$ cat src/rtl/cdc_hs_arbiter.sv
// cdc_hs_arbiter
//   Source-domain controller that shares one 4-phase req/ack crossing among
//   NREQ local requesters. A round-robin winner's payload is captured into a
//   register and held for the whole handshake. The returning acknowledge is
//   synchronized with a flop chain before use.
//
// Ports
//   clk, rst_n       source clock, asynchronous active-low reset
//   req_vld[NREQ]    per-requester request, held until its req_gnt pulse
//   req_data         NREQ payloads, requester i at [i*DW +: DW]
//   req_gnt[NREQ]    one-cycle pulse: payload captured
//   req_done[NREQ]   one-cycle pulse: that requester's handshake completed
//   xfer_req         registered crossing request
//   xfer_data        registered payload, stable during the handshake
//   xfer_id          registered index of the granted requester
//   xfer_ack_async   acknowledge from the destination domain (asynchronous)
//   busy             high whenever the controller is not idle
//   timeout_err      sticky flag: request held high for TO_CYCLES cycles
module cdc_hs_arbiter #(
  parameter int unsigned NREQ        = 4,
  parameter int unsigned DW          = 8,
  parameter int unsigned SYNC_STAGES = 2,
  parameter int unsigned TO_CYCLES   = 64,
  localparam int unsigned IW = (NREQ > 1) ? $clog2(NREQ) : 1
) (
  input  logic               clk,
  input  logic               rst_n,
  input  logic [NREQ-1:0]    req_vld,
  input  logic [NREQ*DW-1:0] req_data,
  output logic [NREQ-1:0]    req_gnt,
  output logic [NREQ-1:0]    req_done,
  output logic               xfer_req,
  output logic [DW-1:0]      xfer_data,
  output logic [IW-1:0]      xfer_id,
  input  logic               xfer_ack_async,
  output logic               busy,
  output logic               timeout_err
);

  localparam int unsigned SW = $clog2(SYNC_STAGES + 1);
  localparam int unsigned TW = $clog2(TO_CYCLES + 1);

  typedef enum logic [1:0] {IDLE, REQ_HI, REQ_LO} state_t;

  state_t                 state, state_next;
  logic [SYNC_STAGES-1:0] ack_sync;
  logic                   ack_s;
  logic [SW-1:0]          settle_cnt;
  logic                   settle_done;
  logic [TW-1:0]          to_cnt;
  logic [IW-1:0]          ptr, ptr_next;
  logic [IW-1:0]          winner;
  logic                   win_found;
  logic [DW-1:0]          win_data;
  int unsigned            rr_idx;
  logic                   grant_now;
  logic                   xfer_req_next;
  logic [NREQ-1:0]        gnt_next, done_next;

  // Acknowledge synchronizer; only the last stage is used by control logic.
  always_ff @(posedge clk or negedge rst_n) begin
    if (!rst_n) ack_sync <= '0;
    else        ack_sync <= {ack_sync[SYNC_STAGES-2:0], xfer_ack_async};
  end
  assign ack_s = ack_sync[SYNC_STAGES-1];

  // Settle counter: lets the synchronizer flush after reset before granting.
  assign settle_done = (settle_cnt == SW'(SYNC_STAGES));
  always_ff @(posedge clk or negedge rst_n) begin
    if (!rst_n)            settle_cnt <= '0;
    else if (!settle_done) settle_cnt <= settle_cnt + SW'(1);
  end

  // Round-robin search: first set bit at or above ptr, wrapping around.
  always_comb begin
    winner    = '0;
    win_found = 1'b0;
    rr_idx    = 0;
    for (int unsigned k = 0; k < NREQ; k++) begin
      rr_idx = 32'(ptr) + k;
      if (rr_idx >= NREQ) rr_idx = rr_idx - NREQ;
      if (!win_found && req_vld[IW'(rr_idx)]) begin
        winner    = IW'(rr_idx);
        win_found = 1'b1;
      end
    end
  end

  always_comb begin
    win_data = '0;
    for (int unsigned i = 0; i < NREQ; i++)
      if (winner == IW'(i)) win_data = req_data[i*DW +: DW];
  end

  assign ptr_next  = (32'(winner) == NREQ - 1) ? '0 : winner + IW'(1);
  assign grant_now = (state == IDLE) && settle_done && !ack_s && win_found;
  assign busy      = (state != IDLE);

  // State register plus all registered outputs.
  always_ff @(posedge clk or negedge rst_n) begin
    if (!rst_n) begin
      state       <= IDLE;
      ptr         <= '0;
      req_gnt     <= '0;
      req_done    <= '0;
      xfer_req    <= 1'b0;
      xfer_data   <= '0;
      xfer_id     <= '0;
      to_cnt      <= '0;
      timeout_err <= 1'b0;
    end else begin
      state    <= state_next;
      req_gnt  <= gnt_next;
      req_done <= done_next;
      xfer_req <= xfer_req_next;
      if (grant_now) begin
        xfer_data <= win_data;
        xfer_id   <= winner;
        ptr       <= ptr_next;
      end
      if (state == REQ_HI) begin
        if (ack_s) begin
          to_cnt <= '0;
        end else if (to_cnt != TW'(TO_CYCLES)) begin
          to_cnt <= to_cnt + TW'(1);
          if (to_cnt == TW'(TO_CYCLES - 1)) timeout_err <= 1'b1;
        end
      end
    end
  end

  // Next-state logic.
  always_comb begin
    state_next = state;
    case (state)
      IDLE:    if (grant_now) state_next = REQ_HI;
      REQ_HI:  if (ack_s)     state_next = REQ_LO;
      REQ_LO:  if (!ack_s)    state_next = IDLE;
      default:                state_next = IDLE;
    endcase
  end

  // Next values of the registered outputs.
  always_comb begin
    gnt_next      = '0;
    done_next     = '0;
    xfer_req_next = xfer_req;
    case (state)
      IDLE: begin
        if (grant_now) begin
          gnt_next[winner] = 1'b1;
          xfer_req_next    = 1'b1;
        end
      end
      REQ_HI:  if (ack_s)  xfer_req_next = 1'b0;
      REQ_LO:  if (!ack_s) done_next[xfer_id] = 1'b1;
      default: ;
    endcase
  end

endmodule

$ cat config.mk
export PLATFORM = sky130hd
export DESIGN_NAME = cdc_hs_arbiter
export DESIGN_NICKNAME = d
export VERILOG_FILES = /design/src/rtl/cdc_hs_arbiter.sv
export SDC_FILE = /design/constraint.sdc
export NUM_CORES = 1
export LEC_CHECK = 0
export ABC_AREA = 1
export BUFFER_PORTS_ARGS = -buffer_cell sky130_fd_sc_hd__buf_2
export CAP_MARGIN = 25
export CORE_AREA = 2 2 74 76
export DETAILED_ROUTE_END_ITERATION = 10
export DIE_AREA = 0 0 76 78
export REMOVE_ABC_BUFFERS = 1
export SKIP_LAST_GASP = 1
export SLEW_MARGIN = 20
export SYNTH_ARGS = -nofsm -noshare
export SYNTH_HDL_FRONTEND = slang
export SYNTH_SLANG_ARGS = --single-unit
$ cat constraint.sdc
create_clock -name clk -period 3.2 [get_ports clk]
set_clock_uncertainty 0.2 [all_clocks]
set_input_delay 0 -clock clk [delete_from_list [all_inputs] [get_ports clk]]
set_output_delay 0 -clock clk [all_outputs]
set_load 0.1 [all_outputs]
==> results.sh, run 1 <==
export IMPL_min_path_type="input port to flip-flop"
export IMPL_nNetsFinal=389
export IMPL_tritoncts="yes"
export IMPL_synth_edf_count=0
export IMPL_grt_pass1_vias=1897
export IMPL_hold_viol_final=0
export IMPL_fillCellCount=466
export IMPL_max_cap_viol_count=0
export IMPL_syn_inst=258
export IMPL_setup_violations_final=0
export IMPL_outcome="complete, no violations"
export IMPL_htree_num_levels=2
export IMPL_portBuffers=59
export IMPL_num_rows=26
export IMPL_rr_endpoint="xfer_data[1]$_DFFE_PN0P_"
export IMPL_grt_overflow_total=0
export IMPL_crit_path_end_kind="flip-flop"
export IMPL_worstSetupStartpointType="flip-flop"
export IMPL_clock_sinks=35
export IMPL_grt_busiest_layer="met2"
export IMPL_multi_input_area_um2=930.9
export IMPL_grt_usage=0.1816
export IMPL_core_um2=5042
export IMPL_die_w_um=76
export IMPL_drc=0
export IMPL_fmaxAchievable_mhz=364.0
export IMPL_finalSetupTns_ps=0
export IMPL_dp_hpwl_um=3297
export IMPL_wl_per_cell_um=11.73
export IMPL_viasPerCell=4.643
export IMPL_yosysMostFrequentCell="nand2_1"
export IMPL_grt_util_met1=0.2305
export IMPL_drt_first_pass_iters=4
export IMPL_synth_common_cells="nand2_1, dfrtp_1, o21ai_0"
export IMPL_cp_required_ps=3180
export IMPL_timing_final_crit_share=0.8586
export IMPL_arrival_ps=2720
export IMPL_cp_max_fo=10
export IMPL_path_class="flip-flop to flip-flop"
export IMPL_die_h_um=78
export IMPL_fin_crit_ps=2747
export IMPL_start_util=0.3891
export IMPL_cts_root_buf="clkbuf_8"
export IMPL_ys_ff_latch=35
export IMPL_ff2ff_path_depth=15
export IMPL_antenna_found_initial=0
export IMPL_worstReg2RegStart="ptr[0]$_DFFE_PN0P_"
export IMPL_final_layout_size_suffix_gt1_frac=0.2500
export IMPL_crit_start="ptr[0]$_DFFE_PN0P_"
export IMPL_seqCellArea_um2=877.1
export IMPL_worst_pin_slew_ps=764.6
export IMPL_grt_max_degree=36
export IMPL_dr_total_vias=1922
export IMPL_slew_viol_final=0
export IMPL_yosysTopAreaCellShare=0.4464
export IMPL_grt_util_met3=0.04884
export IMPL_area_growth_pct=37.50
export IMPL_synthFlopType="dfrtp_1"
export IMPL_place_gp_congestion=0.8021
export IMPL_crit_path_end="xfer_data[1]$_DFFE_PN0P_"
export IMPL_ys_seq_area_frac=0.4464
export IMPL_synth_async_reset_ratio=1.000
export IMPL_io_pins=60
export IMPL_slew_headroom=0.4903
export IMPL_hold_ws_ps=18.45
export IMPL_syn_area_per_cell_um2=7.604
export IMPL_grt_pass1_wl_um=8645
export IMPL_ys_top_cells_by_area="dfrtp_1, nand2_1, o21ai_0, inv_1, ha_1"
export IMPL_finalWirelength_um=4857
export IMPL_syn_area_um2=1962
export IMPL_ant_nets=0
export IMPL_rsz0062_at_grt="no"
export IMPL_ys_types=30
export IMPL_use_met2=0.3036
export IMPL_die_area_um2=5928
export IMPL_yosysTopAreaCell="dfrtp_1"
export IMPL_clock_path_buffers=2
export IMPL_clk_latency_ps=290
export IMPL_ys_warn_count=0
export IMPL_clk_pin_slew_ps=70
export IMPL_cts_made_buffers=5
export IMPL_num_antenna_cells=0
export IMPL_first_iter_violations=89
export IMPL_r2r_slack_ps=450
critical path, cell delays in order (launching register included):
cell     delay [ps]
dfrtp_2         490
inv_6           100
nand2_1          70
nand3_1          90
nand2_1         110
nor2_4          160
nand3_1          80
nand3_1         100
nand2_1         110
inv_1            90
ha_1            370
inv_1           220
o21ai_0         210
o21ai_0         100
nand2_1         100
nand2_1          50
area by class of cell:
class / count / share of cell area
inverter: 28 / 0.04174
timing repair buffer: 85 / 0.2050
multi-input combinational: 188 / 0.3451
clock buffer: 5 / 0.02551
sequential: 35 / 0.3251
clock inverter: 3 / 0.02505
tap: 70 / 0.03247
routing by layer:
metal	share of wire	wire, um
met1	0.44	2154
met2	0.47	2302
met3	0.071	344
met4	0.011	55
met5	0	0
what timing repair did:
item                                   4_1_cts  5_1_grt
buffers inserted                             0        0
gates resized for setup                      0        2
endpoints found under the hold margin       44        0
hold buffers                                25        0
setup endpoints to repair                    0        8
cells by family after synthesis:
family | after synthesis | synth area share
XOR/XNOR | 1 | 0.004465
buffers and inverters | 35 | 0.08036
adder cells (fa/ha/maj) | 7 | 0.04464
flip-flops | 35 | 0.4464
AO/OA/AOI/OAI | 42 | 0.1122
AND/OR/NAND/NOR | 138 | 0.3119
through the flow:
| step | area [um2] | utilization | setup WS [ps] | cells |
|---|---|---|---|---|
| floorplan | 1917 | - | 632.3 | 251 |
| global placement | 2307 | 0.4576 | 444.7 | 381 |
| detailed placement | 2307 | 0.4576 | 317.4 | 381 |
| CTS | 2694 | 0.5342 | 261.4 | 414 |
| global route | 2698 | 0.5350 | 52.23 | 414 |
| finish | 2698 | 0.5350 | 452.6 | 414 |
sequential cells by signal (all words and copies together), names as in the netlist, 4 cells and up:
name,cells
req_gnt,4
xfer_data,8
req_done,4
to_cnt,7
placed cells by master, fill, tap and decap left out, drive strengths merged:
master and instances:
nor3b 1, bufinv 2, clkinvlp 1, ha 7
o21ai 30, or2 2, a31oi 1, dfrtp 35
inv 28, nand3 13, nor3 2, and2 1
xnor2 1, nor4 4, nand2 98, a21oi 10
buf 60, nand3b 1, nor2 12, dlygate4sd3 25
a41o 1, nand4 4, clkbuf 5
worst min path at each step:
stage | slack [ps] | cells past startpoint | endpoint | start
5_1_grt | 80 | 7 | xfer_data[0]$_DFFE_PN0P_ | req_data[8]
6_report | 20 | 7 | xfer_data[1]$_DFFE_PN0P_ | req_data[1]
3_3_place_gp | -90 | 1 | ack_sync[0]$_DFF_PN0_ | xfer_ack_async
2_1_floorplan | -500 | 0 | ack_sync[0]$_DFF_PN0_ | rst_n
4_1_cts | 10 | 7 | xfer_data[1]$_DFFE_PN0P_ | req_data[1]
3_5_place_dp | -90 | 1 | ack_sync[0]$_DFF_PN0_ | xfer_ack_async
Power of run 1 is not shown: default switching activity piles up to over one toggle a cycle in this logic, so the estimate is an artifact.
==> run 2, diff against run 1 <==
- ABC_AREA: 1 -> 0
- CELL_PAD_IN_SITES_DETAIL_PLACEMENT: not set -> 1
- CELL_PAD_IN_SITES_GLOBAL_PLACEMENT: not set -> 1
- PLACE_DENSITY_LB_ADDON: not set -> 0.1
==> run 2 against run 1 <==
Non-clock buffer count down 3. Via count decreased by 7.9%. Register-to-register slack worse by 260 ps. Critical endpoint is now xfer_data[6]$_DFFE_PN0P_. First-iteration DRC count fell by 36%. Largest cell class unchanged. Routed wire length up 5.3%. Area after synthesis shrank 4.1%.
==> results.sh, run 2 <==
export IMPL_outcome="complete, no violations"
export IMPL_fillCellCount=592
export IMPL_largest_register_ffs=8
export IMPL_multi_input_area_um2=919.6
export IMPL_synth_async_reset_ratio=1.000
export IMPL_cts_root_buf="clkbuf_8"
export IMPL_ys_seq_area_frac=0.4654
export IMPL_max_stage_delay_ps=560
export IMPL_p_leak_nw=1.201
export IMPL_hold_viol_final=0
export IMPL_top_regs="xfer_data: 8 flops, to_cnt: 7 flops"
export IMPL_portBuffers=59
export IMPL_worst_pin_slew_ps=795.9
export IMPL_wl_per_cell_um=14.87
export IMPL_yosysTopAreaCellShare=0.4654
export IMPL_seqCellArea_um2=875.8
export IMPL_core_um2=5042
export IMPL_fin_crit_ps=3002
export IMPL_nNetsFinal=319
export IMPL_utilization=0.5040
export IMPL_dp_hpwl_um=3548
export IMPL_tritoncts="yes"
export IMPL_die_area_um2=5928
export IMPL_arrival_ps=3040
export IMPL_antenna_found_initial=0
export IMPL_fmaxAchievable_mhz=333.1
export IMPL_drc=0
export IMPL_ys_warn_count=0
export IMPL_yosys_mux_area_fraction=0.02460
export IMPL_synth_xor_xnor_area_share=0.004654
export IMPL_grt_usage=0.1855
export IMPL_synth_compound_area_frac=0.1988
export IMPL_ys_top_cells_by_area="dfrtp_1, a21oi_1, ha_1, nand2_1, a221o_1"
export IMPL_power_density_nw_per_um2=1011
export IMPL_syn_inst=195
export IMPL_timing_final_crit_share=0.9383
export IMPL_first_iter_violations=57
export IMPL_area_growth_pct=35.04
export IMPL_hold_ws_ps=25.31
export IMPL_die_w_um=76
export IMPL_max_cap_viol_count=0
export IMPL_cp_max_fo=17
export IMPL_clk_latency_ps=290
export IMPL_synthFlopType="dfrtp_1"
export IMPL_cp_required_ps=3230
export IMPL_final_layout_size_suffix_gt1_frac=0.2920
export IMPL_clk_pin_slew_ps=80
export IMPL_crit_buf_inv=1
export IMPL_num_rows=26
export IMPL_max_flop_register="xfer_data"
export IMPL_stdcell_area_um2=2541
export IMPL_critPathSlowestCell="dlygate4sd3_1"
export IMPL_path_cells="nand2b_1 -> and3_1 -> nor3_1 -> ha_2 -> a21oi_1 -> a221o_1 -> a31oi_1 -> dlygate4sd3_1"
export IMPL_ant_nets=0
export IMPL_syn_area_um2=1882
export IMPL_peakVddDrop_v=0.0004598
export IMPL_viasPerCell=5.145
export IMPL_io_pins=60
export IMPL_setup_violations_final=0
export IMPL_dr_total_vias=1770
export IMPL_clock_path_buffers=2
export IMPL_place_gp_congestion=0.7983
export IMPL_htree_num_levels=2
export IMPL_final_common_cell="buf_2"
export IMPL_placed_area_um2=2232
export IMPL_finalSetupTns_ps=0
export IMPL_clock_sinks=35
export IMPL_grt_max_degree=36
export IMPL_min_path_type="input port to flip-flop"
export IMPL_die_h_um=78
export IMPL_synth_top_family_by_area="simple AND/OR/NAND/NOR gates"
export IMPL_finalWirelength_um=5116
export IMPL_crit_path_end_kind="flip-flop"
export IMPL_ys_types=43
export IMPL_num_antenna_cells=0
export IMPL_yosys_area_share_simple=0.2088
export IMPL_path_class="flip-flop to flip-flop"
export IMPL_grt_overflow_total=0
export IMPL_slew_headroom=0.4694
export IMPL_grt_pass1_wl_um=8769
export IMPL_layout_common_cells="buf_2, dfrtp_1, nand2_1, dlygate4sd3_1, a21oi_1"
export IMPL_start_util=0.3732
export IMPL_synth_edf_count=0
export IMPL_slew_viol_final=0
export IMPL_yosysTopAreaCell="dfrtp_1"
export IMPL_grt_pass1_vias=1837
export IMPL_drt_first_pass_iters=4
export IMPL_synth_adder_area_share=0.04654
export IMPL_cts_made_buffers=5
export IMPL_ys_ff_latch=35
export IMPL_yosysMostFrequentCell="dfrtp_1"
export IMPL_crit_family="simple AND/OR/NAND/NOR gates"
export IMPL_syn_area_per_cell_um2=9.650
export IMPL_synth_common_cells="dfrtp_1, nand2_1, a21oi_1"
export IMPL_postCtsSetupBuffers=0
export IMPL_rsz0062_at_grt="no"
export IMPL_worstSetupStartpointType="flip-flop"
[run 2: changes by cell type in the layout (fill, tap and decap cells not counted), moves of 7 or more]
cell / delta
a21oi_1: +8
a221o_1: +8
a31oi_1: +7
inv_1: -12
nand2_1: -70
nand3_1: -9
nand3b_1: +8
o21ai_0: -20
[run 2: what timing repair did]
| action | in CTS | in global routing |
|---|---|---|
| gates resized for setup | 0 | 3 |
| hold endpoints to repair | 47 | 0 |
| setup endpoints to repair | 0 | 8 |
| hold buffers | 21 | 0 |
[run 2: cell type report]
cell class / count / area share
Clock inverter: 3 / 0.007878
Timing Repair Buffer: 82 / 0.2048
Sequential cell: 35 / 0.3447
Inverter: 13 / 0.01920
Clock buffer: 5 / 0.02708
Tap cell: 70 / 0.03447
Multi-Input combinational cell: 136 / 0.3619
[run 2: tightest hold or removal path, delay by kind of cell]
| kind | cells | cell delay (ps) |
|---|---|---|
| AND/OR/NAND/NOR | 1 | 100 |
| buffers and inverters | 1 | 120 |
| AO/OA/AOI/OAI | 2 | 260 |
[run 2: kinds of logic after synthesis]
logic type | after synthesis
multiplexers | 4
adder cells (fa/ha/maj) | 7
buffers and inverters | 24
AO/OA/AOI/OAI | 56
AND/OR/NAND/NOR | 68
flip-flops | 35
XOR/XNOR | 1
[run 2: power breakdown]
part	internal [mW]	switching, mW
logic	0.465	1.07
clock network	0.151	0.176
registers	0.576	0.129
total	1.19	1.38
[run 2: routing by layer]
metal	GRT usage	part of all wire
met2	0.3098	0.47
met1	0.2352	0.46
met3	0.05233	0.058
met5	0	0
met4	0.05455	0.012
[run 2: final timing paths]
kind                                             from                  endpoint  slack, ps  depth (start not counted)
worst max-delay path               ptr[1]$_DFFE_PN0P_  xfer_data[6]$_DFFE_PN0P_        200                          8
worst min-delay path                       req_vld[0]    xfer_id[1]$_DFFE_PN0P_         30                          4
worst max register to register     ptr[1]$_DFFE_PN0P_  xfer_data[6]$_DFFE_PN0P_        200                          8
worst min register to register  ack_sync[0]$_DFF_PN0_     ack_sync[1]$_DFF_PN0_        160                          0
max in group asynchronous                       rst_n    xfer_id[0]$_DFFE_PN0P_       2170                          2
min in group asynchronous                       rst_n     to_cnt[2]$_DFFE_PN0P_        120                          2
[run 2: per-stage QoR]
step	setup slack [ps]	power [mW]	std cells
after floorplan	916.1	1.840	184
after global placement	693.0	2.120	315
after detailed placement	620.5	2.143	315
after CTS	61.80	2.580	344
after global routing	33.01	2.729	344
final	197.5	2.569	344
Note: power is estimated with default switching activity, not from simulation.
==> run 3, diff against run 2 <==
- BUFFER_PORTS_ARGS: -buffer_cell sky130_fd_sc_hd__buf_2 -> -buffer_cell sky130_fd_sc_hd__clkbuf_2
- clock period: 3.2 -> 3 ns (I/O delays scaled with it)
==> run 3 against run 2 <==
Setup slack improved by 130 ps. Sequential cell count stayed put. Die area unchanged. Critical path depth fell by 1. Cell count up 4.1%. Highest routed layer unchanged. Register-to-register slack improved by 130 ps. First-iteration DRC count is 30% higher. Sequential power is 6.5% higher. Clock-buffer cell count rose by 3. Largest cell class unchanged. Routed wire length increased by 9.2%. Combinational power barely moved. Sequential share of layout area down 1.8 points.
==> results.sh, run 3 (synthesized netlist as in run 2, its figures left out) <==
export IMPL_p_sw_frac=0.5374
export IMPL_worst_pin_slew_ps=862.8
export IMPL_viasPerCell=5.196
export IMPL_met1_length_um=2482
export IMPL_path_class="flip-flop to flip-flop"
export IMPL_num_antenna_cells=0
export IMPL_tritoncts="yes"
export IMPL_max_flop_register="xfer_data"
export IMPL_p_comb_frac=0.581
export IMPL_dp_hpwl_um=3391
export IMPL_outcome="complete, no violations"
export IMPL_area_growth_pct=42.42
export IMPL_rsz0062_at_grt="no"
export IMPL_core_um2=5042
export IMPL_worstSetupStartpointType="flip-flop"
export IMPL_hold_ws_ps=10.54
export IMPL_p_switching_mw=1.451
export IMPL_dr_total_vias=1860
export IMPL_hold_viol_final=0
export IMPL_final_common_cell="clkbuf_2"
export IMPL_wl_per_cell_um=15.60
export IMPL_p_leak_nw=1.279
export IMPL_postLayoutSetupSlackWorst_ps=332.5
export IMPL_drt_first_pass_iters=4
export IMPL_cp_required_ps=3000
export IMPL_largest_register_ffs=8
export IMPL_die_h_um=78
export IMPL_sequentialPowerShare=0.278
export IMPL_antenna_found_initial=0
export IMPL_portBuffers=59
export IMPL_min_path_type="input port to flip-flop"
export IMPL_num_rows=26
export IMPL_final_layout_size_suffix_gt1_frac=0.2674
export IMPL_wl_met3_um=398
export IMPL_wl_met2_um=2618
export IMPL_seqCellArea_um2=875.8
export IMPL_grt_usage=0.2019
export IMPL_grt_overflow_total=0
export IMPL_cp_max_fo=17
export IMPL_nNetsFinal=333
export IMPL_grt_pass1_wl_um=9459
export IMPL_setup_violations_final=0
export IMPL_fmaxAchievable_mhz=374.9
export IMPL_drc=0
export IMPL_grt_pass1_vias=1944
export IMPL_clk_pin_slew_ps=70
export IMPL_peakVddDrop_v=0.0004636
export IMPL_arrival_ps=2670
export IMPL_fillCellCount=582
export IMPL_first_iter_violations=74
export IMPL_clk_latency_ps=290
export IMPL_multi_input_area_um2=909.6
export IMPL_htree_num_levels=2
export IMPL_fin_crit_ps=2667
export IMPL_die_w_um=76
export IMPL_top_regs="xfer_data: 8 flops, to_cnt: 7 flops"
export IMPL_grt_max_degree=36
export IMPL_timing_final_crit_share=0.8892
export IMPL_io_pins=60
export IMPL_dp_slack_ps=448.8
export IMPL_slew_headroom=0.4248
export IMPL_place_gp_congestion=0.7389
export IMPL_p_clk_frac=0.140
export IMPL_p_int_mw=1.249
export IMPL_clock_path_buffers=2
export IMPL_max_cap_viol_count=0
export IMPL_finalWirelength_um=5586
export IMPL_p_total_mw=2.700
export IMPL_layout_common_cells="clkbuf_2, dfrtp_1, dlygate4sd3_1, nand2_1, a21oi_1"
export IMPL_crit_path_end_kind="flip-flop"
export IMPL_top_layer="met4"
export IMPL_slew_viol_final=0
export IMPL_die_area_um2=5928
export IMPL_power_density_nw_per_um2=1007
export IMPL_postCtsSetupBuffers=0
export IMPL_cts_made_buffers=5
export IMPL_cts_root_buf="clkbuf_8"
export IMPL_clock_sinks=35
export IMPL_ant_nets=0
export IMPL_finalSetupTns_ps=0
export IMPL_start_util=0.3732
## run 3: cell types whose count changed in the layout (fill, tap and decap cells not counted), sizes merged
cell         previous run  this run
clkbuf                  5        67
buf                    61         3
dlygate4sd3            21        34
clkinvlp                2         0
clkinv                  1         0
## run 3: area by class of cell
cell class              count  share of cell area
clock buffers               8             0.03735
inverters                  13             0.01821
multi-input cells         136              0.3394
flip-flops and latches     35              0.3268
well taps                  70             0.03268
repair buffers             96              0.2456
## run 3: per-layer routing
layer  up-vias  track usage
li1        897            -
met1       894       0.2454
met2        63       0.3313
met3         6      0.06860
met4         0      0.08000
met5         -            0
## run 3: worst paths after layout
path                                       startpoint  slack [ps]  cells past startpoint                       end
worst min register to register  ack_sync[0]$_DFF_PN0_         150                      0     ack_sync[1]$_DFF_PN0_
min in group asynchronous                       rst_n         150                      2     to_cnt[0]$_DFFE_PN0P_
worst max-delay path               ptr[1]$_DFFE_PN0P_         330                      7  xfer_data[3]$_DFFE_PN0P_
max in group asynchronous                       rst_n        1910                      2  xfer_data[1]$_DFFE_PN0P_
worst min-delay path                      req_data[9]          10                      4  xfer_data[1]$_DFFE_PN0P_
worst max register to register     ptr[1]$_DFFE_PN0P_         330                      7  xfer_data[3]$_DFFE_PN0P_
## run 3: metrics by stage
| step | area (um2) | cells | util |
|---|---|---|---|
| after floorplan | 1834 | 184 | - |
| after global placement | 2240 | 316 | 0.4442 |
| after detailed placement | 2240 | 316 | 0.4442 |
| after CTS | 2680 | 358 | 0.5315 |
| after global routing | 2680 | 358 | 0.5315 |
| final | 2680 | 358 | 0.5315 |
## run 3: what timing repair did
| item | in CTS | in global routing |
|---|---|---|
| resized for setup | 0 | 0 |
| hold buffers | 34 | 0 |
| endpoints found under the hold margin | 46 | 0 |
## run 3: worst max-delay path, cell delays in order, from the launching register on
cell	delay (ps)
dfrtp_1	430
nand2b_1	190
and3_1	200
nor3_1	300
ha_1	540
a21oi_1	140
a221o_1	370
a31oi_1	200
## run 3: power by group through the flow
stage | Combinational, mW | Clock (mW) | Sequential [mW]
global placement | 1.51 | 0 | 0.751
CTS | 1.56 | 0.392 | 0.752
detailed placement | 1.52 | 0 | 0.759
finish | 1.57 | 0.379 | 0.751
floorplan | 0.610 | 0 | 1.35
global route | 1.67 | 0.417 | 0.782
